File: config.mk
export PLATFORM = sky130hd
export DESIGN_NAME = prog_loader
export DESIGN_NICKNAME = d
export VERILOG_FILES = /design/src/rtl/loader_pkg.sv /design/src/rtl/load_csum.sv /design/src/rtl/prog_loader.sv
export SDC_FILE = /design/constraint.sdc
export NUM_CORES = 1
export LEC_CHECK = 0
export BUFFER_PORTS_ARGS = -buffer_cell sky130_fd_sc_hd__buf_2
export CAP_MARGIN = 30
export CORE_MARGIN = 2
export CORE_UTILIZATION = 29
export CTS_BUF_LIST = sky130_fd_sc_hd__clkbuf_8
export DETAILED_ROUTE_END_ITERATION = 10
export GPL_ROUTABILITY_DRIVEN = 0
export SYNTH_ARGS = -nofsm -noshare
export SYNTH_HDL_FRONTEND = slang
export SYNTH_SLANG_ARGS = --single-unit
export TNS_END_PERCENT = 5
File: constraint.sdc
create_clock -name clk -period 1.6 [get_ports clk]
set_clock_uncertainty 0.15 [all_clocks]
set_input_delay 0.16 -clock clk [delete_from_list [all_inputs] [get_ports clk]]
set_output_delay 0.16 -clock clk [all_outputs]
set_load 0.05 [all_outputs]
File: src/rtl/loader_pkg.sv
// rtl/loader_pkg.sv - shared state enum and width defaults for the program loader
package loader_pkg;

    localparam int LOADER_DATA_W = 8;
    localparam int LOADER_ADDR_W = 4;
    localparam int CSUM_W        = 8;

    typedef enum logic [2:0] {
        IDLE,
        LOAD,
        WRITE,
        CHECK,
        DONE,
        ERR
    } state_t;

endpackage

File: src/rtl/load_csum.sv
// rtl/load_csum.sv - modular byte accumulator with clear/add and compare-to-zero
module load_csum
    import loader_pkg::*;
#(
    parameter int W = CSUM_W
) (
    input  logic         clk,
    input  logic         rst,
    input  logic         clr,
    input  logic         add_en,
    input  logic [W-1:0] add_data,
    input  logic [W-1:0] chk_data,
    output logic         zero
);

    logic [W-1:0] acc;
    logic [W-1:0] total;

    // Running sum of image bytes, wrapping at 2**W
    always_ff @(posedge clk) begin
        if (rst || clr) begin
            acc <= '0;
        end else if (add_en) begin
            acc <= acc + add_data;
        end
    end

    // Image is good when the trailing byte brings the sum back to zero
    assign total = acc + chk_data;
    assign zero  = (total == '0);

endmodule

File: src/rtl/prog_loader.sv
// rtl/prog_loader.sv - boot loader: streams bytes into core RAM, holds core in reset until loaded (optional checksum: LOADER_CHECKSUM_EN)
module prog_loader
    import loader_pkg::*;
#(
    parameter int DATA_W   = LOADER_DATA_W,
    parameter int ADDR_W   = LOADER_ADDR_W,
    parameter int LOAD_LEN = 16
) (
    input  logic              clk,
    input  logic              rst,
    input  logic              start,
    input  logic [DATA_W-1:0] in_data,
    input  logic              in_valid,
    output logic              in_ready,
    output logic [ADDR_W-1:0] ram_address,
    output logic [DATA_W-1:0] ram_wdata,
    output logic              ram_write_en,
    output logic              core_rst,
    output logic              busy,
    output logic              done,
    output logic              error
);

    // cnt is one bit wider than the address so a full 2**ADDR_W image terminates cleanly
    localparam logic [ADDR_W:0] LEN_C = (ADDR_W + 1)'(LOAD_LEN);

    state_t            state;
    state_t            state_nx;
    logic [ADDR_W:0]   cnt;
    logic [ADDR_W:0]   cnt_inc;
    logic [DATA_W-1:0] byte_q;
    logic              start_ok;

    assign cnt_inc  = cnt + (ADDR_W + 1)'(1);
    assign start_ok = start && ((state == IDLE) || (state == DONE) || (state == ERR));

`ifdef LOADER_CHECKSUM_EN
    logic csum_zero;

    load_csum #(
        .W (DATA_W)
    ) u_csum (
        .clk      (clk),
        .rst      (rst),
        .clr      (start_ok),
        .add_en   (state == WRITE),
        .add_data (byte_q),
        .chk_data (in_data),
        .zero     (csum_zero)
    );
`endif

    // State register; reset wins over any start in the same cycle
    always_ff @(posedge clk) begin
        if (rst) begin
            state <= IDLE;
        end else begin
            state <= state_nx;
        end
    end

    // Byte counter and holding register for the byte being written
    always_ff @(posedge clk) begin
        if (rst) begin
            cnt    <= '0;
            byte_q <= '0;
        end else begin
            if (start_ok) begin
                cnt <= '0;
            end else if (state == WRITE) begin
                cnt <= cnt_inc;
            end
            if ((state == LOAD) && in_valid) begin
                byte_q <= in_data;
            end
        end
    end

    // Next state and state-decoded outputs; in_ready depends on state only
    always_comb begin
        state_nx     = state;
        in_ready     = 1'b0;
        ram_write_en = 1'b0;
        ram_address  = '0;
        ram_wdata    = '0;
        core_rst     = 1'b1;
        busy         = 1'b0;
        done         = 1'b0;
        error        = 1'b0;

        case (state)
            IDLE: begin
                if (start) state_nx = LOAD;
            end
            LOAD: begin
                in_ready = 1'b1;
                busy     = 1'b1;
                if (in_valid) state_nx = WRITE;
            end
            WRITE: begin
                ram_write_en = 1'b1;
                ram_address  = cnt[ADDR_W-1:0];
                ram_wdata    = byte_q;
                busy         = 1'b1;
                if (cnt_inc == LEN_C) begin
`ifdef LOADER_CHECKSUM_EN
                    state_nx = CHECK;
`else
                    state_nx = DONE;
`endif
                end else begin
                    state_nx = LOAD;
                end
            end
`ifdef LOADER_CHECKSUM_EN
            CHECK: begin
                in_ready = 1'b1;
                busy     = 1'b1;
                if (in_valid) state_nx = csum_zero ? DONE : ERR;
            end
            ERR: begin
                error = 1'b1;
                if (start) state_nx = LOAD;
            end
`endif
            DONE: begin
                core_rst = 1'b0;
                done     = 1'b1;
                if (start) state_nx = LOAD;
            end
            default: begin
                state_nx = IDLE;
            end
        endcase
    end

endmodule

# == After elaboration in Yosys (flattened, before gate mapping) ==
# Index checks and enable logic that the tools add are counted.
# word_totals
latch_bits,0
romBits,0
register_bits,16
out_inout_bits,18
ramBits,0
mem_count,0
# classes
add_sub_neg,1
n_eq_ne,7
n_mul,0
bitwise_logic,0
n_shift,0
muxes,11
n_lt_le_gt_ge,0
n_div,0
n_reduce_logical,9
# op_table
cell,count
3-bit 2-to-1 mux,3
3-bit one-hot mux with 3 select lines,1
8-bit 2-to-1 mux,1
3-bit equality test (second input constant),2
2-bit OR reduction,3
5-bit by 1-bit adder with 5-bit output (second input constant),1
5-bit equality test (second input constant),1
1-bit 2-to-1 mux,5
4-bit 2-to-1 mux,1
3-bit by 1-bit equality test with 1-bit output (second input constant),1
3-bit by 2-bit equality test with 1-bit output (second input constant),1
3-bit logical NOT,1
1-bit logical AND,2
1-bit logical OR,2
2-bit by 1-bit != test with 1-bit output (second input constant),1
2-bit != test (second input constant),1
2-bit AND reduction,1

# == Longest topological paths before layout ==
# Gate-level depths: netlist of the first run.
# logic_depth
word_depth,5
mapped_depth,5

# == Least setup slack after synthesis of the first run ==
# Ideal clock, no wire load.
# synth_timing
kind,register -> output
start,reg state[0]
end,out busy
path_stages_with_launch,4
n_path_buf,0
arrival_ns,1.620
setup_slack_ns,-0.330
path_cell_list,dfxtp_1 nand2b_1 nor2_1 or2_2
# synth_via
elab_chain_cells,3
elab_cells_between_ends,4
classes_between,eq/ne (2); mux (1); reduce/logical (1)
# synth_lines
element,line_no,source
from (decl),prog_loader.sv:27,state_t state;
from (signal assigned),prog_loader.sv:58,state <= state_nx;
3-bit by 2-bit equality test with 1-bit output / 3-bit by 1-bit equality test with 1-bit output (equally long branches),prog_loader.sv:91,case (state)
2-bit OR reduction (no source line) (*),-,
1-bit 2-to-1 mux (*),prog_loader.sv:91,
to (decl),prog_loader.sv:19,"output logic busy,"
# Mark *: on every way between the ends. The rest lies on a longest branch, timed or not.

# == Worst setup path after layout of the first run ==
# layout_timing
start,reg state[0]
end,out ram_address[3]
# layout_via
elab_chain_cells,2
# layout_lines
element,line_no,source
3-bit by 2-bit equality test with 1-bit output,prog_loader.sv:91,
4-bit 2-to-1 mux,prog_loader.sv:91,
to (decl),prog_loader.sv:15,"output logic [ADDR_W-1:0] ram_address,"
# No other way between the ends.

==> metrics.txt, run 1 <==
# TYPE chip_impl_metric gauge
chip_impl_metric{name="cp_num_buf_inv",unit=""} 2
chip_impl_metric{name="grt_first_pass_wirelength",unit="um"} 3243
chip_impl_metric{name="final.hold.worst_slack",unit="ns"} 0.0008158
chip_impl_metric{name="grt_pass1_vias",unit=""} 737
chip_impl_metric{name="finalPower",unit="uW"} 898.6
chip_impl_metric{name="synth-async-reset-ratio",unit="%"} 0
chip_impl_metric{name="dpl.cell_count",unit=""} 164
chip_impl_info{name="critPathTopFamily",value="simple AND/OR/NAND/NOR gates"} 1
chip_impl_info{name="rsz_0062_raised_after_global_routing",value="yes"} 1
chip_impl_info{name="clock-root-buffer",value="clkbuf_8"} 1
chip_impl_info{name="synthMostInstantiatedCell",value="nand2_1"} 1
chip_impl_metric{name="chipWidth",unit="um"} 58.96
chip_impl_info{name="worst_setup_path_end_kind",value="output port"} 1
chip_impl_metric{name="numCtsBuffers",unit=""} 3
chip_impl_metric{name="grt_overflow_total",unit=""} 0
chip_impl_metric{name="slew_viol_final",unit=""} 0
chip_impl_metric{name="ant_nets",unit=""} 0
chip_impl_metric{name="synthesized_netlist_cell_count",unit=""} 102
chip_impl_metric{name="worst_path_fanout_max",unit=""} 8
chip_impl_info{name="synth_area_leader_cell",value="dfxtp_1"} 1
chip_impl_metric{name="postRouteWirelength",unit="um"} 2002
chip_impl_metric{name="coreArea",unit="um2"} 2805
chip_impl_metric{name="slowest_delay",unit="ns"} 0.37
chip_impl_metric{name="buffer_ports.inserted",unit=""} 28
chip_impl_metric{name="synth_seq_area_share",unit="%"} 36.57
chip_impl_metric{name="fp.dieArea",unit="um2"} 3476
chip_impl_metric{name="rows",unit=""} 19
chip_impl_metric{name="synth_largest_type_area_fraction",unit="%"} 36.57
chip_impl_metric{name="synth-edff-count",unit=""} 0
chip_impl_metric{name="layout-drive-gt1-share",unit="%"} 48.57
chip_impl_info{name="startpoint_type",value="flop"} 1
chip_impl_info{name="synth.area.top_cells",value="dfxtp_1 (37%), and2_1 (7.9%), nand2_1 (7.7%)"} 1
chip_impl_info{name="cts_tree",value="yes"} 1
chip_impl_metric{name="cts.path.max_buffers",unit=""} 2
chip_impl_metric{name="syn_nets",unit=""} 116
chip_impl_metric{name="h-tree-depth",unit=""} 1
chip_impl_metric{name="tns",unit="ns"} -0.009700
chip_impl_metric{name="ir_drop",unit="mV"} 0.3446
chip_impl_metric{name="report.final.setup_viol",unit=""} 4
chip_impl_info{name="ys_top_cells_by_count",value="nand2_1 (18), dfxtp_1 (16), and2_1 (11), a21oi_1 (10), nor2_1 (5)"} 1
chip_impl_metric{name="initial_antenna_violation_count",unit=""} 0
chip_impl_metric{name="layout.filler_cells",unit=""} 270
chip_impl_metric{name="drt_iter0_markers",unit=""} 9
chip_impl_metric{name="die_y",unit="um"} 58.96
chip_impl_metric{name="cellPowerDensity",unit="nW/um2"} 681.4
chip_impl_metric{name="syn_avg_cell_area",unit="um2"} 8.587
chip_impl_metric{name="flip_flop_and_latch_count_after_synthesis",unit=""} 16
chip_impl_info{name="worstPathCellList",value="nor3b_4, buf_6, and2_4, buf_8"} 1
chip_impl_metric{name="drt_pre_antenna_iters",unit=""} 7
chip_impl_info{name="ys.flop_type",value="dfxtp_1"} 1
chip_impl_metric{name="footprint_of_the_multi_input_gates",unit="um2"} 536.8
chip_impl_metric{name="mappedNetlistArea",unit="um2"} 875.8
chip_impl_metric{name="final_nets",unit=""} 155
chip_impl_metric{name="route.detailed.drc",unit=""} 1
chip_impl_metric{name="ys_types",unit=""} 34
chip_impl_metric{name="effective_utilization_at_floorplan",unit="%"} 31.22
chip_impl_metric{name="final_cell_count_no_fill",unit=""} 171
chip_impl_metric{name="antennaDiodeCount",unit=""} 0
chip_impl_metric{name="detailed_place_hpwl",unit="um"} 1479
chip_impl_metric{name="cap_viol_max_count",unit=""} 0
chip_impl_info{name="timing.hold.worst.class",value="primary input to flop"} 1
chip_impl_metric{name="cts_sinks",unit=""} 16
chip_impl_metric{name="grt_start_max_net_pins",unit=""} 14
chip_impl_metric{name="vias_per_cell",unit=""} 4.795
chip_impl_metric{name="place_worst_setup_slack",unit="ns"} 0.09449
chip_impl_metric{name="timing.critical_path.arrival",unit="ns"} 1.30
chip_impl_metric{name="total_leakage_power",unit="uW"} 0.0005514
chip_impl_metric{name="regArea",unit="um2"} 331.6
chip_impl_metric{name="boundaryPins",unit=""} 30
chip_impl_metric{name="flow.area_growth_from_synthesis",unit="%"} 50.57
chip_impl_metric{name="routedWlPerCell",unit="um"} 11.71
chip_impl_info{name="failed_checks",value="design-rule violations, negative setup slack"} 1
chip_impl_metric{name="ys.warnings.count",unit=""} 0
chip_impl_metric{name="post_cts_hold_buffer_count",unit=""} 0
chip_impl_metric{name="clkLatencyLatePin",unit="ns"} 0.24
chip_impl_info{name="critical_path.slowest_cell",value="dfxtp_4"} 1
chip_impl_info{name="run_status",value="complete, but fails checks"} 1
chip_impl_metric{name="number_of_endpoints_with_negative_hold_slack_in_the_final_report",unit=""} 0
chip_impl_metric{name="setup_slack",unit="ns"} -0.005147
chip_impl_metric{name="via_count",unit=""} 820
chip_impl_info{name="timing.setup.critical_path_class",value="flop to output port"} 1
chip_impl_metric{name="final_min_period_over_clock_period",unit="%"} 100.3
chip_impl_metric{name="critPathRequiredTime",unit="ns"} 1.29
chip_impl_metric{name="clock.fmax",unit="MHz"} 623.0
chip_impl_metric{name="globalRouteTotalUtil",unit="%"} 11.94
chip_impl_metric{name="clock_pin_slew_on_the_worst_setup_and_hold_paths",unit="ns"} 0.06
chip_impl_metric{name="timing.final.crit_period",unit="ns"} 1.605
registers in the layout, indices dropped and copies added, names as in the netlist:
signal and cells:
byte_q 8, cnt 5, state 3
tightest hold or removal path, delay by kind of cell:
kind                   cells  cell delay (ns)
AO/OA/AOI/OAI              1             0.05
buffers and inverters      1             0.09
AND/OR/NAND/NOR            1             0.04
area by class of cell:
cell class                 instances  area share, %
clock buffer                       4          4.175
inverter                           3          1.139
multi-input combinational         77          40.70
sequential                        16          25.14
tap                               31          2.941
timing repair buffer              40          25.90
kinds of logic after synthesis:
group	after synthesis	share of synthesized area, %
XOR/XNOR	3	3.001
other	1	0.4282
buffers and inverters	9	5.141
multiplexers	1	1.143
flip-flops	16	36.57
AO/OA/AOI/OAI	17	12.29
adder cells (fa/ha/maj)	2	2.857
AND/OR/NAND/NOR	53	38.57
what timing repair did:
action,4_1_cts,5_1_grt
pin swaps,0,4
resized for setup,31,14
setup buffers,0,3
setup endpoints to repair,17,16
metal layers:
layer	global-route usage, %	up-vias	wire length [um]
met5	0	-	0
met4	4.870	0	27
met3	0.8791	2	68
met2	18.89	15	963
met1	16.80	381	942
li1	-	422	-
per-stage QoR:
step           utilization (%)  instance area [um2]
3_5_place_dp             39.52                 1109
4_1_cts                  44.74                 1255
6_report                 47.01                 1319
3_3_place_gp             39.52                 1109
5_1_grt                  47.01                 1319
2_1_floorplan                -                898.4
power by group:
group          switching (uW)  internal, uW
Combinational            76.2          58.9
Clock                     129           218
Sequential               9.15           408
layout by cell type, fill, tap and decap left out, types with 2 or more instances in the layout:
master | Yosys | layout
inv_1 | 3 | 2
or3_1 | 2 | 2
o21ai_0 | 2 | 2
dfxtp_1 | 16 | 13
ha_1 | 2 | 2
buf_8 | 0 | 6
buf_6 | 0 | 9
xnor2_1 | 3 | 3
buf_4 | 2 | 10
nor2_1 | 5 | 4
and2_4 | 0 | 4
buf_2 | 3 | 15
clkbuf_8 | 0 | 4
nor3_1 | 2 | 2
a41o_1 | 2 | 2
a21oi_1 | 10 | 10
nor3b_1 | 2 | 2
and2_2 | 0 | 7
dfxtp_4 | 0 | 3
nand2_1 | 18 | 18
final timing paths:
kind	cells past startpoint	start	slack, ns	to
min	3	in_data[5]	0.0008	byte_q[5]
max	4	state[0]	-0.005	ram_address[3]
min reg2reg	2	byte_q[2]	0.30	byte_q[2]
max reg2reg	4	state[1]	0.15	state[0]
Power figures use the tool's default switching activity.
==> inputs of run 2 (changes only) <==
==> constraint.sdc (replaced) <==
create_clock -name clk -period 1.9 [get_ports clk]
set_clock_uncertainty 0.15 [all_clocks]
set_input_delay 0.19 -clock clk [delete_from_list [all_inputs] [get_ports clk]]
set_output_delay 0.19 -clock clk [all_outputs]
set_load 0.05 [all_outputs]
==> run 2 against run 1 <==
Effect of this change: the run ends with design-rule violations left; flip-flop and latch count stayed put; first-iteration DRC count shrank 67%; sequential share of layout area up 4.2 points; highest routed layer unchanged; power down 21%; via count is 4.4% lower; setup slack improved by 0.086 ns; cell count fell by 5.3%; critical path depth stayed put; sequential power down 15%; combinational power down 31%; clock power is 25% lower; wire length shrank 5.5%.
==> metrics.txt, run 2 (synthesis results as in run 1) <==
# TYPE chip_impl_metric gauge
chip_impl_metric{name="effective_utilization_at_floorplan",unit="%"} 31.22
chip_impl_metric{name="sequentialPowerShare",unit="%"} 50.2
chip_impl_metric{name="footprint_of_the_multi_input_gates",unit="um2"} 513.0
chip_impl_metric{name="timing.critical_path.arrival",unit="ns"} 1.48
chip_impl_metric{name="drt_iter0_markers",unit=""} 3
chip_impl_info{name="layout_commonest_cell",value="buf_2"} 1
chip_impl_info{name="worstPathCellList",value="buf_4, or3b_1, inv_1, clkbuf_4"} 1
chip_impl_metric{name="dpl.cell_count",unit=""} 159
chip_impl_metric{name="buffer_ports.inserted",unit=""} 28
chip_impl_metric{name="cap_viol_max_count",unit=""} 0
chip_impl_metric{name="cts_resized",unit=""} 0
chip_impl_info{name="worstReg2RegStart",value="cnt[0]"} 1
chip_impl_metric{name="report.final.setup_viol",unit=""} 0
chip_impl_metric{name="final_min_period_over_clock_period",unit="%"} 95.74
chip_impl_metric{name="cts.path.max_buffers",unit=""} 2
chip_impl_metric{name="p_int",unit="uW"} 521.4
chip_impl_metric{name="switching_share",unit="%"} 26.38
chip_impl_info{name="hp-start",value="in_data[2]"} 1
chip_impl_metric{name="routedWlPerCell",unit="um"} 11.68
chip_impl_metric{name="vias_per_cell",unit=""} 4.840
chip_impl_metric{name="die_y",unit="um"} 58.96
chip_impl_metric{name="cellPowerDensity",unit="nW/um2"} 644.0
chip_impl_metric{name="ant_nets",unit=""} 0
chip_impl_metric{name="clkPwrFrac",unit="%"} 36.5
chip_impl_metric{name="grt_pass1_vias",unit=""} 769
chip_impl_metric{name="layout-drive-gt1-share",unit="%"} 34.35
chip_impl_metric{name="initial_antenna_violation_count",unit=""} 0
chip_impl_metric{name="route.detailed.drc",unit=""} 1
chip_impl_metric{name="largest_register_ffs",unit=""} 8
chip_impl_metric{name="boundaryPins",unit=""} 30
chip_impl_metric{name="detailed_place_hpwl",unit="um"} 1443
chip_impl_metric{name="setup_slack",unit="ns"} 0.08089
chip_impl_info{name="mostFrequentLayoutCells",value="buf_2 (27), nand2_1 (18), dfxtp_1 (14), and2_1 (11), a21oi_1 (10)"} 1
chip_impl_metric{name="flow.area_growth_from_synthesis",unit="%"} 25.57
chip_impl_metric{name="clock_pin_slew_on_the_worst_setup_and_hold_paths",unit="ns"} 0.06
chip_impl_metric{name="fp.dieArea",unit="um2"} 3476
chip_impl_metric{name="final_nets",unit=""} 147
chip_impl_metric{name="final_cell_count_no_fill",unit=""} 162
chip_impl_metric{name="cts_sinks",unit=""} 16
chip_impl_metric{name="rows",unit=""} 19
chip_impl_metric{name="h-tree-depth",unit=""} 1
chip_impl_metric{name="drt_pre_antenna_iters",unit=""} 6
chip_impl_info{name="critical_path.slowest_cell",value="or3b_1"} 1
chip_impl_metric{name="critPathRequiredTime",unit="ns"} 1.56
chip_impl_metric{name="antennaDiodeCount",unit=""} 0
chip_impl_metric{name="timing.final.crit_period",unit="ns"} 1.819
chip_impl_metric{name="layout.filler_cells",unit=""} 316
chip_impl_metric{name="chipWidth",unit="um"} 58.96
chip_impl_metric{name="clock.fmax",unit="MHz"} 549.7
chip_impl_metric{name="grt_start_max_net_pins",unit=""} 14
chip_impl_metric{name="globalRouteTotalUtil",unit="%"} 12.37
chip_impl_metric{name="coreArea",unit="um2"} 2805
chip_impl_info{name="timing.hold.worst.class",value="primary input to flop"} 1
chip_impl_info{name="top_regs",value="byte_q (8), cnt (5), state (3)"} 1
chip_impl_metric{name="ir_drop",unit="mV"} 0.2324
chip_impl_metric{name="min_path_cells",unit=""} 3
chip_impl_metric{name="grt_overflow_total",unit=""} 0
chip_impl_metric{name="clkLatencyLatePin",unit="ns"} 0.25
chip_impl_metric{name="total_leakage_power",unit="uW"} 0.0004808
chip_impl_info{name="worst_setup_path_end_kind",value="output port"} 1
chip_impl_metric{name="number_of_endpoints_with_negative_hold_slack_in_the_final_report",unit=""} 0
chip_impl_metric{name="place_worst_setup_slack",unit="ns"} 0.3200
chip_impl_metric{name="numCtsBuffers",unit=""} 3
chip_impl_metric{name="worst_path_fanout_max",unit=""} 7
chip_impl_info{name="startpoint_type",value="flop"} 1
chip_impl_info{name="run_status",value="complete, but fails checks"} 1
chip_impl_info{name="cts_tree",value="yes"} 1
chip_impl_metric{name="power_frac_comb",unit="%"} 13.2
chip_impl_metric{name="power.net_switching",unit="uW"} 186.8
chip_impl_metric{name="slew_viol_final",unit=""} 0
chip_impl_info{name="failed_checks",value="design-rule violations"} 1
chip_impl_info{name="regMostFlops",value="byte_q"} 1
chip_impl_info{name="clock-root-buffer",value="clkbuf_8"} 1
chip_impl_info{name="timing.setup.critical_path_class",value="flop to output port"} 1
chip_impl_metric{name="via_count",unit=""} 784
chip_impl_metric{name="cts_setup_buffers",unit=""} 0
chip_impl_metric{name="tns",unit="ns"} 0
chip_impl_metric{name="post_cts_hold_buffer_count",unit=""} 0
chip_impl_info{name="rsz_0062_raised_after_global_routing",value="no"} 1
chip_impl_metric{name="regArea",unit="um2"} 322.8
chip_impl_metric{name="postRouteWirelength",unit="um"} 1892
chip_impl_metric{name="r2r.worst_path.cells",unit=""} 4
chip_impl_metric{name="slowest_delay",unit="ns"} 0.40
chip_impl_metric{name="grt_first_pass_wirelength",unit="um"} 3243
chip_impl_info{name="crit_path_launch",value="state[1]"} 1
[run 2: changes by cell type in the layout (fill, tap and decap cells not counted), moves of 6 or more]
cell,before,now
buf_6,9,0
and2_1,0,11
buf_8,6,0
buf_2,15,27
buf_4,10,4
and2_2,7,0
[run 2: power by group through the flow]
stage | combinational (uW) | sequential, uW | clock [uW]
after floorplan | 69.0 | 359 | 0
after global routing | 102 | 357 | 274
after detailed placement | 94.0 | 363 | 0
after CTS | 94.3 | 355 | 263
final | 93.7 | 356 | 259
after global placement | 93.2 | 362 | 0
[run 2: area by class of cell]
| type | count | area share (%) |
|---|---|---|
| Tap cell | 31 | 3.527 |
| Multi-Input combinational cell | 77 | 46.64 |
| Timing Repair Buffer | 32 | 15.70 |
| Clock buffer | 3 | 3.754 |
| Sequential cell | 16 | 29.35 |
| Inverter | 3 | 1.024 |
[run 2: worst max-delay path: cells and delay by family, from the launching register on]
kind          cells  cell delay, ns
flops             1            0.35
simple gates      1            0.40
buf+inv           3            0.48
[run 2: path summary, 6_finish.rpt]
| kind | to | slack (ns) |
|---|---|---|
| setup / recovery | done | 0.08 |
| hold / removal | byte_q[2] | 0.03 |
| setup reg to reg | state[0] | 0.33 |
| hold reg to reg | byte_q[6] | 0.30 |
[run 2: through the flow]
stage               power, uW  hold slack (ns)  util, %  cell area (um2)
floorplan               428.4           0.1760        -            878.3
global placement        454.9           0.2855    37.56             1054
detailed placement      456.5           0.2936    37.56             1054
CTS                     712.3          0.02782    39.03             1095
global route            733.3          0.02926    39.21             1100
finish                  708.2          0.02609    39.21             1100
[run 2: per-layer routing]
layer  vias to the layer above  wire length (um)  GRT usage (%)
li1                        402                 -              -
met1                       362               834          15.07
met2                        16               920          19.52
met3                         4                93          2.857
met4                         0                44          7.792
met5                         -                 0              0
